==> config.mk <==
export PLATFORM = sky130hd
export DESIGN_NAME = controller_fsm
export DESIGN_NICKNAME = d
export VERILOG_FILES = /design/src/rtl/ctrl_pkg.sv /design/src/rtl/ctrl_output_decode.sv /design/src/rtl/controller_fsm.sv
export SDC_FILE = /design/constraint.sdc
export NUM_CORES = 1
export LEC_CHECK = 0
export ABC_AREA = 1
export ABC_CLOCK_PERIOD_IN_PS = 2800
export CORE_MARGIN = 4
export CORE_UTILIZATION = 37
export DETAILED_ROUTE_END_ITERATION = 8
export PLACE_DENSITY = 0.84
export SYNTH_ARGS = -nofsm -noshare
export SYNTH_HDL_FRONTEND = slang
export SYNTH_SLANG_ARGS = --single-unit
export TNS_END_PERCENT = 50
==> constraint.sdc <==
create_clock -name clk -period 2.8 [get_ports clk]
set_input_delay 0.56 -clock clk [delete_from_list [all_inputs] [get_ports clk]]
set_output_delay 0.56 -clock clk [all_outputs]
set_load 0.01 [all_outputs]
==> src/rtl/ctrl_pkg.sv <==
// Shared encodings for the multi-cycle controller, datapath and ALU.
package ctrl_pkg;

    localparam int unsigned STATE_W  = 6;
    localparam int unsigned OPCODE_W = 4;
    localparam int unsigned FUNC_W   = 4;
    localparam int unsigned ALUOP_W  = 3;
    localparam int unsigned SRCB_W   = 3;
    localparam int unsigned PCSRC_W  = 2;
    localparam int unsigned RR1_W    = 2;

    typedef logic [STATE_W-1:0] state_t;

    // Controller states, binary encoded
    localparam logic [STATE_W-1:0] S_RESET    = 6'd0;
    localparam logic [STATE_W-1:0] S_FETCH    = 6'd1;
    localparam logic [STATE_W-1:0] S_DECODE   = 6'd2;
    localparam logic [STATE_W-1:0] S_EXEC_R   = 6'd3;
    localparam logic [STATE_W-1:0] S_EXEC_I   = 6'd4;
    localparam logic [STATE_W-1:0] S_WB_R     = 6'd5;
    localparam logic [STATE_W-1:0] S_WB_I     = 6'd6;
    localparam logic [STATE_W-1:0] S_MEM_ADDR = 6'd7;
    localparam logic [STATE_W-1:0] S_MEM_RD   = 6'd8;
    localparam logic [STATE_W-1:0] S_MEM_WB   = 6'd9;
    localparam logic [STATE_W-1:0] S_MEM_WR   = 6'd10;
    localparam logic [STATE_W-1:0] S_BRANCH   = 6'd11;
    localparam logic [STATE_W-1:0] S_JUMP     = 6'd12;

    // Opcodes (IR[15:12])
    localparam logic [OPCODE_W-1:0] OP_RTYPE = 4'b0000;
    localparam logic [OPCODE_W-1:0] OP_ADDI  = 4'b0001;
    localparam logic [OPCODE_W-1:0] OP_ANDI  = 4'b0010;
    localparam logic [OPCODE_W-1:0] OP_ORI   = 4'b0011;
    localparam logic [OPCODE_W-1:0] OP_LW    = 4'b0100;
    localparam logic [OPCODE_W-1:0] OP_SW    = 4'b0101;
    localparam logic [OPCODE_W-1:0] OP_BEQ   = 4'b0110;
    localparam logic [OPCODE_W-1:0] OP_BNE   = 4'b0111;
    localparam logic [OPCODE_W-1:0] OP_JMP   = 4'b1000;

    // ALU operations
    localparam logic [ALUOP_W-1:0] ALU_ADD = 3'b000;
    localparam logic [ALUOP_W-1:0] ALU_SUB = 3'b001;
    localparam logic [ALUOP_W-1:0] ALU_AND = 3'b010;
    localparam logic [ALUOP_W-1:0] ALU_OR  = 3'b011;
    localparam logic [ALUOP_W-1:0] ALU_XOR = 3'b100;
    localparam logic [ALUOP_W-1:0] ALU_SLL = 3'b101;
    localparam logic [ALUOP_W-1:0] ALU_SRL = 3'b110;
    localparam logic [ALUOP_W-1:0] ALU_SLT = 3'b111;

    // ALU B operand select
    localparam logic [SRCB_W-1:0] SRCB_REG    = 3'b000;
    localparam logic [SRCB_W-1:0] SRCB_TWO    = 3'b001;
    localparam logic [SRCB_W-1:0] SRCB_IMM    = 3'b010;
    localparam logic [SRCB_W-1:0] SRCB_IMM_SH = 3'b011;

    // PC source select
    localparam logic [PCSRC_W-1:0] PCSRC_ALU    = 2'b00;
    localparam logic [PCSRC_W-1:0] PCSRC_ALUOUT = 2'b01;
    localparam logic [PCSRC_W-1:0] PCSRC_JUMP   = 2'b10;

    // Register file read port 1 select
    localparam logic [RR1_W-1:0] RR1_IR_11_8 = 2'b00;
    localparam logic [RR1_W-1:0] RR1_IR_7_4  = 2'b01;
    localparam logic [RR1_W-1:0] RR1_R0      = 2'b10;

endpackage

==> src/rtl/ctrl_output_decode.sv <==
// Combinational state -> datapath control decoder (Moore outputs).
// CTRL_JUMP_EN: when defined, the JUMP state drives PCWrite with the jump target.
module ctrl_output_decode
    import ctrl_pkg::*;
(
    input  logic [STATE_W-1:0]  state,
    input  logic [OPCODE_W-1:0] opcode,
    input  logic [ALUOP_W-1:0]  func_op,
    output logic [PCSRC_W-1:0]  PCSrc,
    output logic [ALUOP_W-1:0]  ALUOp,
    output logic                sign_extend,
    output logic                ALUSrcA,
    output logic [SRCB_W-1:0]   ALUSrcB,
    output logic [RR1_W-1:0]    ReadR1,
    output logic                ReadR2,
    output logic                RegWriteDst,
    output logic                MemToReg,
    output logic                PCBEqCond,
    output logic                PCBNqCond,
    output logic                PCWrite,
    output logic                MemWrite,
    output logic                MemRead,
    output logic                IRWrite,
    output logic                RegWrite
);

    // Every output defaults to 0; each state raises only what it needs
    always_comb begin
        PCSrc       = PCSRC_ALU;
        ALUOp       = ALU_ADD;
        sign_extend = 1'b0;
        ALUSrcA     = 1'b0;
        ALUSrcB     = SRCB_REG;
        ReadR1      = RR1_IR_11_8;
        ReadR2      = 1'b0;
        RegWriteDst = 1'b0;
        MemToReg    = 1'b0;
        PCBEqCond   = 1'b0;
        PCBNqCond   = 1'b0;
        PCWrite     = 1'b0;
        MemWrite    = 1'b0;
        MemRead     = 1'b0;
        IRWrite     = 1'b0;
        RegWrite    = 1'b0;

        case (state)
            S_FETCH: begin
                IRWrite = 1'b1;
                PCWrite = 1'b1;
                ALUSrcB = SRCB_TWO;
            end
            S_DECODE: begin
                // Branch target PC + (imm<<1) lands in ALUOut
                ALUSrcB     = SRCB_IMM_SH;
                sign_extend = 1'b1;
            end
            S_EXEC_R: begin
                ALUSrcA = 1'b1;
                ALUOp   = func_op;
            end
            S_EXEC_I: begin
                ALUSrcA = 1'b1;
                ALUSrcB = SRCB_IMM;
                ReadR1  = RR1_IR_7_4;
                case (opcode)
                    OP_ADDI: begin
                        ALUOp       = ALU_ADD;
                        sign_extend = 1'b1;
                    end
                    OP_ANDI: ALUOp = ALU_AND;
                    OP_ORI:  ALUOp = ALU_OR;
                    default: ALUOp = ALU_ADD;
                endcase
            end
            S_WB_R, S_WB_I: begin
                RegWrite = 1'b1;
            end
            S_MEM_ADDR: begin
                ALUSrcA     = 1'b1;
                ReadR1      = RR1_IR_7_4;
                ALUSrcB     = SRCB_IMM;
                sign_extend = 1'b1;
            end
            S_MEM_RD: begin
                MemRead = 1'b1;
            end
            S_MEM_WB: begin
                RegWrite = 1'b1;
                MemToReg = 1'b1;
            end
            S_MEM_WR: begin
                MemWrite = 1'b1;
                ReadR2   = 1'b1;
            end
            S_BRANCH: begin
                ALUSrcA   = 1'b1;
                ALUOp     = ALU_SUB;
                PCSrc     = PCSRC_ALUOUT;
                PCBEqCond = (opcode == OP_BEQ);
                PCBNqCond = (opcode == OP_BNE);
            end
`ifdef CTRL_JUMP_EN
            S_JUMP: begin
                PCWrite = 1'b1;
                PCSrc   = PCSRC_JUMP;
            end
`endif
            default: ;
        endcase
    end

endmodule

==> src/rtl/controller_fsm.sv <==
// Multi-cycle main control unit: state register and next-state logic.
// CTRL_JUMP_EN: when defined, opcode 1000 executes as JMP; otherwise it is a NOP.
module controller_fsm
    import ctrl_pkg::*;
(
    input  logic                clk,
    input  logic                rst,
    input  logic [OPCODE_W-1:0] opcode,
    input  logic [FUNC_W-1:0]   func_field,
    output logic [PCSRC_W-1:0]  PCSrc,
    output logic [ALUOP_W-1:0]  ALUOp,
    output logic                sign_extend,
    output logic                ALUSrcA,
    output logic [SRCB_W-1:0]   ALUSrcB,
    output logic [RR1_W-1:0]    ReadR1,
    output logic                ReadR2,
    output logic                RegWriteDst,
    output logic                MemToReg,
    output logic                PCBEqCond,
    output logic                PCBNqCond,
    output logic                PCWrite,
    output logic                MemWrite,
    output logic                MemRead,
    output logic                IRWrite,
    output logic                RegWrite
);

    logic [STATE_W-1:0] r_state;
    logic [STATE_W-1:0] w_next_state;

    // func_field[3] carries no meaning: R-type always executes func_field[2:0]
    logic w_unused_func;
    assign w_unused_func = func_field[3];

    // State register, synchronous active-low reset
    always_ff @(posedge clk) begin
        if (!rst) begin
            r_state <= S_RESET;
        end else begin
            r_state <= w_next_state;
        end
    end

    // Next-state logic; unreachable encodings recover through FETCH
    always_comb begin
        w_next_state = S_FETCH;
        case (r_state)
            S_RESET:  w_next_state = S_FETCH;
            S_FETCH:  w_next_state = S_DECODE;
            S_DECODE: begin
                case (opcode)
                    OP_RTYPE:                w_next_state = S_EXEC_R;
                    OP_ADDI, OP_ANDI, OP_ORI: w_next_state = S_EXEC_I;
                    OP_LW, OP_SW:            w_next_state = S_MEM_ADDR;
                    OP_BEQ, OP_BNE:          w_next_state = S_BRANCH;
`ifdef CTRL_JUMP_EN
                    OP_JMP:                  w_next_state = S_JUMP;
`endif
                    default:                 w_next_state = S_FETCH;
                endcase
            end
            S_EXEC_R: w_next_state = S_WB_R;
            S_EXEC_I: w_next_state = S_WB_I;
            S_MEM_ADDR: begin
                case (opcode)
                    OP_LW:   w_next_state = S_MEM_RD;
                    OP_SW:   w_next_state = S_MEM_WR;
                    default: w_next_state = S_FETCH;
                endcase
            end
            S_MEM_RD: w_next_state = S_MEM_WB;
            default:  w_next_state = S_FETCH;
        endcase
    end

    // State -> control outputs
    ctrl_output_decode u_output_decode (
        .state       (r_state),
        .opcode      (opcode),
        .func_op     (func_field[2:0]),
        .PCSrc       (PCSrc),
        .ALUOp       (ALUOp),
        .sign_extend (sign_extend),
        .ALUSrcA     (ALUSrcA),
        .ALUSrcB     (ALUSrcB),
        .ReadR1      (ReadR1),
        .ReadR2      (ReadR2),
        .RegWriteDst (RegWriteDst),
        .MemToReg    (MemToReg),
        .PCBEqCond   (PCBEqCond),
        .PCBNqCond   (PCBNqCond),
        .PCWrite     (PCWrite),
        .MemWrite    (MemWrite),
        .MemRead     (MemRead),
        .IRWrite     (IRWrite),
        .RegWrite    (RegWrite)
    );

endmodule

==> summary.md <==
| Metric | Value |
|---|---|
| Status | `finished, final reports clean` |
| Die Ht | `44.6 um` |
| Max Buffers Root-to-Sink | `2` |
| Max Freq | `0.375 GHz` |
| CP startpoint kind | `input port` |
| Drt first pass iters | `2` |
| Grt ovf | `0` |
| Vias in the first global route | `524` |
| Largest register FFs | `4` |
| CTS resizes | `0` |
| Max H-tree Level | `1` |
| Slew Limit Fails | `0` |
| DPL Wire Length | `1.14 mm` |
| Fin Setup TNS | `0 ps` |
| RSZ-0062 raised after global routing | `false` |
| HP Class | `reg -> reg` |
| DRC Markers | `0` |
| Post-CTS setup buffers | `0` |
| Power per Cell Area | `about 600 nW/um^2` |
| Die area | `1990 um^2` |
| Largest net degree at the start of global routing | `9` |
| First-pass GRT wire length | `2.17 mm` |
| Synth area leader | `nand2_1` |
| CP Data Required Time | `2240 ps` |
| Most flops, register | `r_state` |
| Final Wtd Congestion | `between 0.8 and 0.9` |
| Vias | `587` |
| Cell variety after synth | `17` |
| Final Setup Violations | `0` |
| Hold Fails Final Rpt | `0` |
| Layout Cell Area excl Fill | `about 760 um^2` |
| WL/cell | `9.44 um` |
| Minimum clock period after layout | `roughly 2700 ps` |
| Clk slew on worst S/H paths | `~30 ps` |
| Synth top area cells | `nand2_1, dfxtp_1, nor2_1` |
| Crit path max fanout | `4` |
| FP Rows | `12` |
| Max IR drop VDD | `354 uV` |
| CP arrival | `2110 ps` |
| P&R area growth vs syn | `54.3%` |
| Area after DPL | `739 um^2` |
| GRT Overall Usage | `0.144` |
| Top cell type's share of synthesized area | `0.197` |
| Commonest non-fill, non-tap cells in the layout | `nand2_1, clkdlybuf4s50_1, nor2_1` |
| YS warnings | `0` |
| Largest regs | `r_state: 4 flops` |
| Antenna Nets Post-Route | `0` |
| Die Wd | `44.6 um` |
| Worst-Skew Late Latency | `230 ps` |
| Core ar. | `approximately 1200 um^2` |
| Cells after Synth | `95` |
| Clock sink count | `4` |
| Syn Area/Cell | `about 5.2 um^2` |
| DR vias/cell | `4.35` |
| DRT iter0 DRCs | `8` |
| Post-Syn Area | `495 um^2` |
| CTS tree | `yes` |
| Port Buf Inserts | `26` |
| Critical path endpoint category | `output pin` |
| Diode count | `0` |
| CP Class | `in -> out` |
| Hold slack final | `704 ps` |
| Total Wirelength | `roughly 1.3 mm` |
| Final Skew | `1.86 ps` |
| Synth Register Bits | `4` |
| Num CTS Buffers | `3` |
| Ports | `32` |
| Hold_buf cts | `0` |
| MaxCap Viol Count | `0` |
| Lkg Pwr | `0.396 nW` |
| Seq/Total Area, Yosys | `0.162` |
| Share of layout cells above drive strength 1 | `0.132` |
| Part of the cycle the worst path needs | `0.952` |
| Initial antenna violation count | `0` |
| Fin nets | `133` |
| Initial core utilization | `0.418` |
| Clk root buf | `clkbuf_4` |
## layout make-up
type,count,area [um^2]
Clock buffer,3,22.5
Multi-Input combinational cell,71,320
Timing Repair Buffer,26,260
Sequential cell,4,80.1
Inverter,17,63.8
Fill cell,128,422
Tap cell,14,17.5
## synthesized netlist by cell type
cell / count
nand3_1: 2
nand2_2: 4
nand4_1: 1
conb_1: 1
inv_2: 3
nor2_1: 20
nor3_1: 1
nor2_2: 4
o21bai_1: 1
o21ai_0: 2
buf_4: 6
inv_1: 14
nor2_4: 1
a21oi_1: 3
nand2_1: 26
o31ai_1: 2
dfxtp_1: 4
## per-layer routing
| metal | vias up | GRT usage | wire (um) |
|---|---|---|---|
| met3 | 0 | 0.0244 | 53 |
| met2 | 11 | 0.232 | 641 |
| met5 | - | 0 | 0 |
| li1 | 325 | - | - |
| met1 | 251 | 0.189 | 579 |
| met4 | 0 | 0.0542 | 0 |
## cells by family (layout without fill, tap and decap cells)
kind of cell	count (synthesis)	in the layout	share of synthesized area
simple gates	59	59	0.515
buf+inv	23	46	0.220
compound gates	8	8	0.0959
flops	4	4	0.162
other cells	1	4	0.00757
## worst max-delay path, stage by stage
cell	delay (ps)
clkdlybuf4s50_1	480
nor2_2	170
nand2_1	90
o31ai_1	230
clkdlybuf4s50_1	570
## through the flow
stage	worst slack [ps]	utilization	std cells	total power [mW]
CTS	109	0.642	135	0.463
detailed placement	114	0.623	132	0.393
global route	1.42	0.645	135	0.504
finish	134	0.645	135	0.456
global placement	139	0.623	132	0.388
floorplan	1090	-	98	0.268
## final timing paths
kind                                       startpoint               endpoint  slack [ps]  cells past startpoint
worst max-delay path                        opcode[3]               ALUOp[0]         130                      5
worst min-delay path            r_state[1]$_SDFF_PN0_  r_state[1]$_SDFF_PN0_         700                      4
worst max register to register  r_state[3]$_SDFF_PN0_  r_state[2]$_SDFF_PN0_        1680                      7
worst min register to register  r_state[1]$_SDFF_PN0_  r_state[1]$_SDFF_PN0_         700                      4
## power by group
group | switching (mW) | total (mW) | leakage (nW) | internal, mW
clock | 0.0196 | 0.0673 | 0.0138 | 0.0477
sequential | 0.0210 | 0.0939 | 0.0328 | 0.0729
combinational | 0.152 | 0.295 | 0.350 | 0.143
total | 0.193 | 0.456 | 0.396 | 0.264
Power figures use the tool's default switching activity.
